`src/rtl/seg7_scan_decoder.sv`:
```
// Readback monitor for a scanned, active-low 7-segment bus: recovers per-digit nibbles
// and emits one valid/ready event per committed change. Optional dp support: SEG7_DP_EN.
module seg7_scan_decoder #(
  parameter int NUM_DIGITS    = 4,
  parameter int STABLE_CYCLES = 4,
  parameter int IDX_W         = 2
) (
  input  logic                    clk,
  input  logic                    rst_n,
  input  logic [6:0]              seg_in,
  input  logic [NUM_DIGITS-1:0]   dig_sel_n,
`ifdef SEG7_DP_EN
  input  logic                    dp_in,
  output logic [NUM_DIGITS-1:0]   dp_out,
  output logic                    upd_dp,
`endif
  output logic [4*NUM_DIGITS-1:0] hex_out,
  output logic [NUM_DIGITS-1:0]   digit_valid,
  output logic                    upd_valid,
  input  logic                    upd_ready,
  output logic [IDX_W-1:0]        upd_idx,
  output logic [3:0]              upd_nibble,
  output logic                    err_pattern,
  output logic                    err_overrun,
  input  logic                    clr_err
);

  localparam logic [1:0] IDLE  = 2'd0;
  localparam logic [1:0] TRACK = 2'd1;
  localparam logic [1:0] HOLD  = 2'd2;

  // Returns {valid, blank, nibble}; the pattern is g..a with segments lit low.
  function automatic logic [5:0] decode_seg(input logic [6:0] p);
    case (p)
      7'b1000000: decode_seg = 6'b10_0000;
      7'b1111001: decode_seg = 6'b10_0001;
      7'b0100100: decode_seg = 6'b10_0010;
      7'b0110000: decode_seg = 6'b10_0011;
      7'b0011001: decode_seg = 6'b10_0100;
      7'b0010010: decode_seg = 6'b10_0101;
      7'b0000010: decode_seg = 6'b10_0110;
      7'b1011000: decode_seg = 6'b10_0111;
      7'b1111000: decode_seg = 6'b10_0111;
      7'b0000000: decode_seg = 6'b10_1000;
      7'b0010000: decode_seg = 6'b10_1001;
      7'b0001000: decode_seg = 6'b10_1010;
      7'b0000011: decode_seg = 6'b10_1011;
      7'b1000110: decode_seg = 6'b10_1100;
      7'b0100001: decode_seg = 6'b10_1101;
      7'b0000110: decode_seg = 6'b10_1110;
      7'b0001110: decode_seg = 6'b10_1111;
      7'b1111111: decode_seg = 6'b01_0000;
      default:    decode_seg = 6'b00_0000;
    endcase
  endfunction

  logic [6:0]            seg_s1, seg_s2;
  logic [NUM_DIGITS-1:0] sel_s1, sel_s2;
  logic                  dp_smp;

  always_ff @(posedge clk) begin
    if (!rst_n) begin
      seg_s1 <= '0;
      seg_s2 <= '0;
      sel_s1 <= '0;
      sel_s2 <= '0;
    end else begin
      seg_s1 <= seg_in;
      seg_s2 <= seg_s1;
      sel_s1 <= dig_sel_n;
      sel_s2 <= sel_s1;
    end
  end

`ifdef SEG7_DP_EN
  logic dp_s1, dp_s2;

  always_ff @(posedge clk) begin
    if (!rst_n) begin
      dp_s1 <= 1'b0;
      dp_s2 <= 1'b0;
    end else begin
      dp_s1 <= dp_in;
      dp_s2 <= dp_s1;
    end
  end

  assign dp_smp = dp_s2;
`else
  assign dp_smp = 1'b1;
`endif

  logic [3:0]       zeros;
  logic             sel_onehot;
  logic [IDX_W-1:0] sel_idx;

  always_comb begin
    zeros   = 4'd0;
    sel_idx = '0;
    for (int k = 0; k < NUM_DIGITS; k++) begin
      if (!sel_s2[k]) begin
        zeros   = zeros + 4'd1;
        sel_idx = IDX_W'(k);
      end
    end
    sel_onehot = (zeros == 4'd1);
  end

  logic [1:0]            state, state_nx;
  logic [7:0]            count, count_nx;
  logic [NUM_DIGITS-1:0] lat_sel, lat_sel_nx;
  logic [6:0]            lat_seg, lat_seg_nx;
  logic                  lat_dp, lat_dp_nx;
  logic [IDX_W-1:0]      lat_idx, lat_idx_nx;
  logic                  match, commit;

  assign match = (sel_s2 == lat_sel) && (seg_s2 == lat_seg) && (dp_smp == lat_dp);

  // Any change of the sample restarts tracking at once when a single digit is selected.
  always_comb begin
    state_nx   = state;
    count_nx   = count;
    lat_sel_nx = lat_sel;
    lat_seg_nx = lat_seg;
    lat_dp_nx  = lat_dp;
    lat_idx_nx = lat_idx;
    commit     = 1'b0;
    if ((state == TRACK && match) || (state == HOLD && match)) begin
      if (state == TRACK) begin
        count_nx = count + 8'd1;
        if (count + 8'd1 == 8'(STABLE_CYCLES)) begin
          commit   = 1'b1;
          state_nx = HOLD;
        end
      end
    end else if (sel_onehot) begin
      lat_sel_nx = sel_s2;
      lat_seg_nx = seg_s2;
      lat_dp_nx  = dp_smp;
      lat_idx_nx = sel_idx;
      count_nx   = 8'd1;
      state_nx   = TRACK;
    end else begin
      state_nx = IDLE;
    end
  end

  always_ff @(posedge clk) begin
    if (!rst_n) begin
      state   <= IDLE;
      count   <= '0;
      lat_sel <= '0;
      lat_seg <= '0;
      lat_dp  <= 1'b0;
      lat_idx <= '0;
    end else begin
      state   <= state_nx;
      count   <= count_nx;
      lat_sel <= lat_sel_nx;
      lat_seg <= lat_seg_nx;
      lat_dp  <= lat_dp_nx;
      lat_idx <= lat_idx_nx;
    end
  end

  logic [5:0] dec;
  logic       dec_valid, dec_blank;
  logic [3:0] dec_nib;
  logic [3:0] old_nib;
  logic       old_valid;
  logic       new_evt;

  assign dec       = decode_seg(lat_seg);
  assign dec_valid = dec[5];
  assign dec_blank = dec[4];
  assign dec_nib   = dec[3:0];

`ifdef SEG7_DP_EN
  logic old_dp;
`endif

  always_comb begin
    old_nib   = 4'd0;
    old_valid = 1'b0;
`ifdef SEG7_DP_EN
    old_dp    = 1'b0;
`endif
    for (int k = 0; k < NUM_DIGITS; k++) begin
      if (lat_idx == IDX_W'(k)) begin
        old_nib   = hex_out[4*k +: 4];
        old_valid = digit_valid[k];
`ifdef SEG7_DP_EN
        old_dp    = dp_out[k];
`endif
      end
    end
  end

`ifdef SEG7_DP_EN
  assign new_evt = commit && dec_valid &&
                   (!old_valid || (old_nib != dec_nib) || (old_dp != !lat_dp));
`else
  assign new_evt = commit && dec_valid && (!old_valid || (old_nib != dec_nib));
`endif

  // Blank patterns only retire the digit; the stored nibble is kept for reference.
  always_ff @(posedge clk) begin
    if (!rst_n) begin
      hex_out     <= '0;
      digit_valid <= '0;
    end else if (commit) begin
      for (int k = 0; k < NUM_DIGITS; k++) begin
        if (lat_idx == IDX_W'(k)) begin
          if (dec_valid) begin
            hex_out[4*k +: 4] <= dec_nib;
            digit_valid[k]    <= 1'b1;
          end else if (dec_blank) begin
            digit_valid[k] <= 1'b0;
          end
        end
      end
    end
  end

`ifdef SEG7_DP_EN
  always_ff @(posedge clk) begin
    if (!rst_n) begin
      dp_out <= '0;
    end else if (commit && dec_valid) begin
      for (int k = 0; k < NUM_DIGITS; k++) begin
        if (lat_idx == IDX_W'(k)) dp_out[k] <= !lat_dp;
      end
    end
  end
`endif

  // Single-entry event register; a commit during a transfer reuses the slot without loss.
  always_ff @(posedge clk) begin
    if (!rst_n) begin
      upd_valid  <= 1'b0;
      upd_idx    <= '0;
      upd_nibble <= '0;
`ifdef SEG7_DP_EN
      upd_dp     <= 1'b0;
`endif
    end else if (new_evt && (!upd_valid || upd_ready)) begin
      upd_valid  <= 1'b1;
      upd_idx    <= lat_idx;
      upd_nibble <= dec_nib;
`ifdef SEG7_DP_EN
      upd_dp     <= !lat_dp;
`endif
    end else if (upd_valid && upd_ready) begin
      upd_valid <= 1'b0;
    end
  end

  always_ff @(posedge clk) begin
    if (!rst_n) begin
      err_pattern <= 1'b0;
      err_overrun <= 1'b0;
    end else begin
      if (commit && !dec_valid && !dec_blank) err_pattern <= 1'b1;
      else if (clr_err)                       err_pattern <= 1'b0;
      if (new_evt && upd_valid && !upd_ready) err_overrun <= 1'b1;
      else if (clr_err)                       err_overrun <= 1'b0;
    end
  end

endmodule
```
`config.mk`:
```
export PLATFORM = sky130hd
export DESIGN_NAME = seg7_scan_decoder
export DESIGN_NICKNAME = d
export VERILOG_FILES = /design/src/rtl/seg7_scan_decoder.sv
export SDC_FILE = /design/constraint.sdc
export NUM_CORES = 1
export LEC_CHECK = 0
export BUFFER_PORTS_ARGS = -buffer_cell sky130_fd_sc_hd__buf_4
export CORE_UTILIZATION = 31
export DETAILED_ROUTE_END_ITERATION = 10
export GPL_ROUTABILITY_DRIVEN = 0
export PLACE_DENSITY = 0.51
export SYNTH_ARGS = -nofsm -noshare
export SYNTH_HDL_FRONTEND = slang
export SYNTH_SLANG_ARGS = --single-unit
export TNS_END_PERCENT = 10
```
`constraint.sdc`:
```
create_clock -name clk -period 7.09 [get_ports clk]
set_clock_uncertainty 0.1 [all_clocks]
set_input_delay 2.127 -clock clk [delete_from_list [all_inputs] [get_ports clk]]
set_output_delay 2.127 -clock clk [all_outputs]
set_load 0.02 [all_outputs]
```
# Word-level counts from Yosys, hierarchy flattened
# Cells that the tools add are included.
[word_totals]
reg_bits = 75
wordCells = 129
[op_classes]
add_sub_neg = 4
eq_ne = 29
muxes = 33
bitwise_logic = 1
n_reduce_logical = 39
[op_table]
columns = ["cell", "count"]
rows = [
  ["one-hot mux 6 bit (17 select lines)", 1],
  ["== test 7 bit, second input constant", 6],
  ["two-way mux 4 bit", 7],
  ["two-way mux 8 bit", 3],
  ["AND reduction 3 bit", 8],
  ["== test 7 x 5 -> 1 bit, second input constant", 3],
  ["== test 7 x 6 -> 1 bit, second input constant", 3],
  ["two-way mux 1 bit", 17],
  ["== test 7 x 2 -> 1 bit, second input constant", 2],
  ["== test 7 x 4 -> 1 bit, second input constant", 2],
  ["adder 4 x 1 -> 4 bit, second input constant", 3],
  ["logical AND 1 bit", 12],
  ["two-way mux 2 bit", 5],
  ["nonzero test 2 bit", 5],
  ["adder 8 x 1 -> 8 bit, second input constant", 1],
  ["== test 8 x 3 -> 1 bit, second input constant", 1],
  ["== test 7 x 3 -> 1 bit, second input constant", 1],
  ["== test 7 bit", 1],
  ["logical NOT 7 bit", 1],
  ["== test 2 bit, second input constant", 3],
  ["AND reduction 2 bit", 3],
  ["logical NOT 1 bit", 5],
  ["== test 2 x 1 -> 1 bit, second input constant", 2],
  ["== test 4 x 1 -> 1 bit, second input constant", 1],
  ["other kinds (8)", 10],
]

# Longest topological paths before layout
[logic_depth]
word_depth = 11
depth_mapped = 13
depth_no_buf = 11

# Worst setup path after synthesis
# OpenSTA, ideal clock, no wires.
[synth_timing]
path_type = "input port to flip-flop"
start = "input port rst_n"
end = "register hex_out[11]"
setup_ps = 128
t_arrival_ps = 2773
required_time_ps = 6862
setup_slack_ps = 4090
cell_stages = 4
path_buffers = 2
path_cell_list = "clkbuf_1 > inv_2 > clkbuf_1 > nor2_1"
[synth_rtl]
columns = ["item", "line", "source"]
rows = [
  ["start: declaration", "9", "input logic rst_n,"],
  ["end signal: indexed assignment", "215", "hex_out[4*k +: 4] <= dec_nib;"],
  ["end: declaration", "17", "output logic [4*NUM_DIGITS-1:0] hex_out,"],
]
# No word-level cell between the ends.

# Worst setup path in the final report
[layout_timing]
start = "register lat_seg[0]"
end = "register count[6]"
[layout_via]
elab_chain_cells = 7
elab_cells_between_ends = 10
cone_classes = "eq/ne: 2; mux: 1; reduce/logical: 7"
[layout_rtl]
columns = ["item", "line", "source"]
rows = [
  ["start: declaration", "112", "logic [6:0] lat_seg, lat_seg_nx;"],
  ["start signal: assignment", "160", "lat_seg <= lat_seg_nx;"],
  ["== test 7 bit *", "117", "assign match = (sel_s2 == lat_sel) && (seg_s2 == lat_seg) && (dp_smp == lat_dp);"],
  ["logical AND 1 bit * (2 in a row)", "117", ""],
  ["logical AND 1 bit", "128", "if ((state == TRACK && match) || (state == HOLD && match)) begin"],
  ["logical OR 1 bit *", "128", ""],
  ["inequality test 2 bit (no source line) / nonzero test 2 bit (equally long branches)", "-", ""],
  ["AND reduction 2 bit (no source line)", "-", ""],
  ["end signal: assignment", "158", "count <= count_nx;"],
  ["end: declaration", "110", "logic [7:0] count, count_nx;"],
]
# Mark *: on every way between the ends. The rest lies on a longest branch, timed or not.
# A chain may end at the register's enable or synchronous reset.

==> flow_metrics.tcl <==
set metrics [dict create \
    rr_worst_depth 7 \
    worstMarginPinSlew_ns 0.826 \
    synthMuxAreaShare_pct 10.5 \
    numCtsBuffers 9 \
    yosys.area.top_type_share_pct 39.2 \
    rsz0062_at_grt "false" \
    r2r_start "lat_seg[0]" \
    initialDrtViolationCount 84 \
    hold_viol_final 0 \
    cts-htree-levels 3 \
    dieArea_mm2 0.0128 \
    maxSlewViolCount 0 \
    synth_area_leaders "dfxtp_1 39%, mux2i_1 7.8%, and2_1 4.9%, nor2_1 4.8%, xnor2_1 3.4%" \
    synth-compound-area-share_pct 15.7 \
    nets 458 \
    slew_headroom_pct 44.9 \
    use_met3_pct 2.89 \
    critPathRequiredTime_ns 7.23 \
    syn_inst 412 \
    synth_top_cell_by_area "dfxtp_1" \
    synth_edf_count 0 \
    post-dp-hpwl_um 5840 \
    avgSynthCellArea_um2 9.29 \
    p_int_mw 0.703 \
    nFillCells 1222 \
    die_h_um 113 \
    tritoncts "done" \
    diodes 0 \
    grt_pass1_wl_um 14200 \
    initial_core_util_pct 31.9 \
    finalCriticalPeriod_ns 3.29 \
    synth_cell_type_count 67 \
    clock_latency_ns 0.33 \
    p_comb_share_pct 6.0 \
    met1_usage_pct 19.4 \
    synthXorXnorAreaFrac_pct 3.89 \
    ant_nets 0 \
    synth_fa_ha_area_share_pct 1.64 \
    hold_buffers 0 \
    clk_pin_slew_worst_paths_ns 0.07 \
    hold_class "register to register" \
    synthSimpleGateAreaFrac_pct 24.2 \
    status "finished, final reports clean" \
    async_flop_share_pct 0 \
    max-vdd-ir-drop_mv 0.109 \
    first_pass_iters 5 \
    dieWidth_um 113 \
    grt_pass1_vias 2784 \
    ys_seq_area_share_pct 39.2 \
    endpoint_kind "register" \
    syn_area_mm2 0.00383 \
    crit_path_start_kind "register" \
    synthFlopType "dfxtp_1" \
    cap_violations 0 \
    synth_top_family_by_area "simple AND/OR/NAND/NOR gates" \
    cp_data_arrival_time_ns 3.43 \
    holdWs_ns 0.333 \
    post-cts-setup-buffers 0 \
    r2r_end "count[6]" \
    swShare_pct 25.8 \
    path_class "register to register" \
    post-route-drc-count 0 \
    grt-ovfl-total 0 \
    ff2ff_setup_slack_ns 3.80 \
    min_period_over_period_pct 46.3 \
    ioPinCount 44 \
    worstHoldEndpoint "seg_s2[0]" \
    synthToLayoutAreaGrowth_pct 17.0 \
    syn_nets 432 \
    setup_viol 0 \
    grt_max_degree 47 \
    vias_per_cell 5.01 \
    max_freq_mhz 304 \
    wl_per_cell_um 14.2 \
    cts_max_path_buffers 2 \
    seq_power_share_pct 46.9 \
    cts_repair_resize_count 0 \
    antenna_found_initial 0 \
    portBuffers 43 \
    hold-path-cell-count 1 \
    use_met2_pct 21.7 \
    layout-drive-gt1-share_pct 17.8 \
    yosys_warnings 0 \
    leakage_nw 1.82 \
    routed_wl_um 8410 \
    critical_path.max_fanout 20 \
    floorplan.rows 40 \
    track_usage_pct 14.0 \
    power_density_mw_per_mm2 212 \
    grt_most_used_layer "met2" \
    p_sw_mw 0.244 \
    final.setup.tns_ns 0 \
    cts_root_buffer "clkbuf_16" \
    p_clk_share_pct 47.1 \
    min_from "seg_s1[0]" \
    cts_sinks 75 \
    ys_ff_latch 75 \
    num_vias 2954 \
    core-area_mm2 0.0120 \
]
## layout make-up
class	count	area [um^2]	area share, %
timing repair buffer	43	323	7.21
tap	147	184	4.11
multi-input combinational	300	2140	47.9
inverter	9	33.8	0.755
sequential	75	1500	33.5
clock buffer	9	225	5.03
clock inverter	7	66.3	1.48
## how the worst max path moves through the flow
stage / startpoint / to / slack [ns] / depth (start not counted)
finish: lat_seg[0] / count[6] / 3.80 / 7
global route: lat_seg[0] / count[3] / 3.48 / 7
CTS: lat_seg[0] / count[6] / 3.77 / 7
detailed placement: rst_n / lat_idx[0] / 3.68 / 3
global placement: rst_n / lat_idx[0] / 3.71 / 3
floorplan: rst_n / hex_out[11] / 4.09 / 4
## cells by family after synthesis
family          Yosys count
fa+ha+maj                 5
compound gates           72
mux                      35
buf+inv                  37
simple gates            171
xor+xnor                 17
flops                    75
## cells in the mapped netlist (7+ instances only)
cell / instances
inv_1: 8
and2_1: 30
nand4_1: 7
nor2b_1: 7
nor2_1: 49
dfxtp_1: 75
buf_2: 14
o21ai_1: 7
nand3_1: 13
clkbuf_1: 9
a21oi_1: 22
xnor2_1: 15
nand2_1: 23
mux2i_1: 30
## flip-flops by register name (all words and copies together), names as in the netlist, 2 cells and up
name / cells
count: 8
state: 2
upd_idx: 2
sel_s1: 4
lat_seg: 7
upd_nibble: 4
lat_sel: 4
lat_idx: 2
seg_s1: 7
seg_s2: 7
digit_valid: 4
hex_out: 16
sel_s2: 4
## critical path, cell delays in order, from the launching register on
cell and delay (ns):
dfxtp_1 0.71, xnor2_1 0.21, nand4_1 0.17, nor4_4 0.60, or3_1 0.75, and2_1 0.41, o21ai_1 0.11, a21oi_1 0.13
## per-stage QoR
stage / util [%] / setup slack, ns / total power, mW / std cells / area [um^2]
2_1_floorplan: - / 4.09 / 0.496 / 412 / 3830
3_3_place_gp: 34.8 / 3.71 / 0.511 / 574 / 4180
3_5_place_dp: 34.8 / 3.68 / 0.512 / 574 / 4180
4_1_cts: 37.3 / 3.77 / 0.961 / 590 / 4480
5_1_grt: 37.3 / 3.48 / 0.995 / 590 / 4480
6_report: 37.3 / 3.80 / 0.947 / 590 / 4480
## per-layer routing
metal	vias to the layer above	share of wire [%]
li1	1512	-
met2	41	46
met3	4	2.2
met5	-	0
met4	0	0.83
met1	1397	51
## power by group through the flow
stage	Combinational [mW]	Clock, mW	Sequential, mW
after floorplan	0.0520	0	0.444
after global placement	0.0569	0	0.454
after detailed placement	0.0579	0	0.454
after CTS	0.0580	0.459	0.444
after global routing	0.0637	0.485	0.446
final	0.0571	0.446	0.444
## cell usage in the layout (no fill, tap or decap), types with 4 or more instances in the layout
| cell | n |
|---|---|
| xnor2_1 | 15 |
| nor2_1 | 49 |
| and3_1 | 5 |
| o21ai_1 | 7 |
| nand2b_1 | 6 |
| and2_1 | 30 |
| nand4b_1 | 4 |
| inv_1 | 8 |
| nand4_1 | 7 |
| nand2_1 | 23 |
| clkbuf_16 | 9 |
| or3_1 | 6 |
| nand3_1 | 13 |
| nor2b_1 | 7 |
| a21oi_1 | 22 |
| mux4_2 | 4 |
| o31ai_1 | 6 |
| mux2i_1 | 30 |
| ha_1 | 5 |
| buf_4 | 43 |
| dfxtp_1 | 75 |
(Power assumes the default switching activity.)
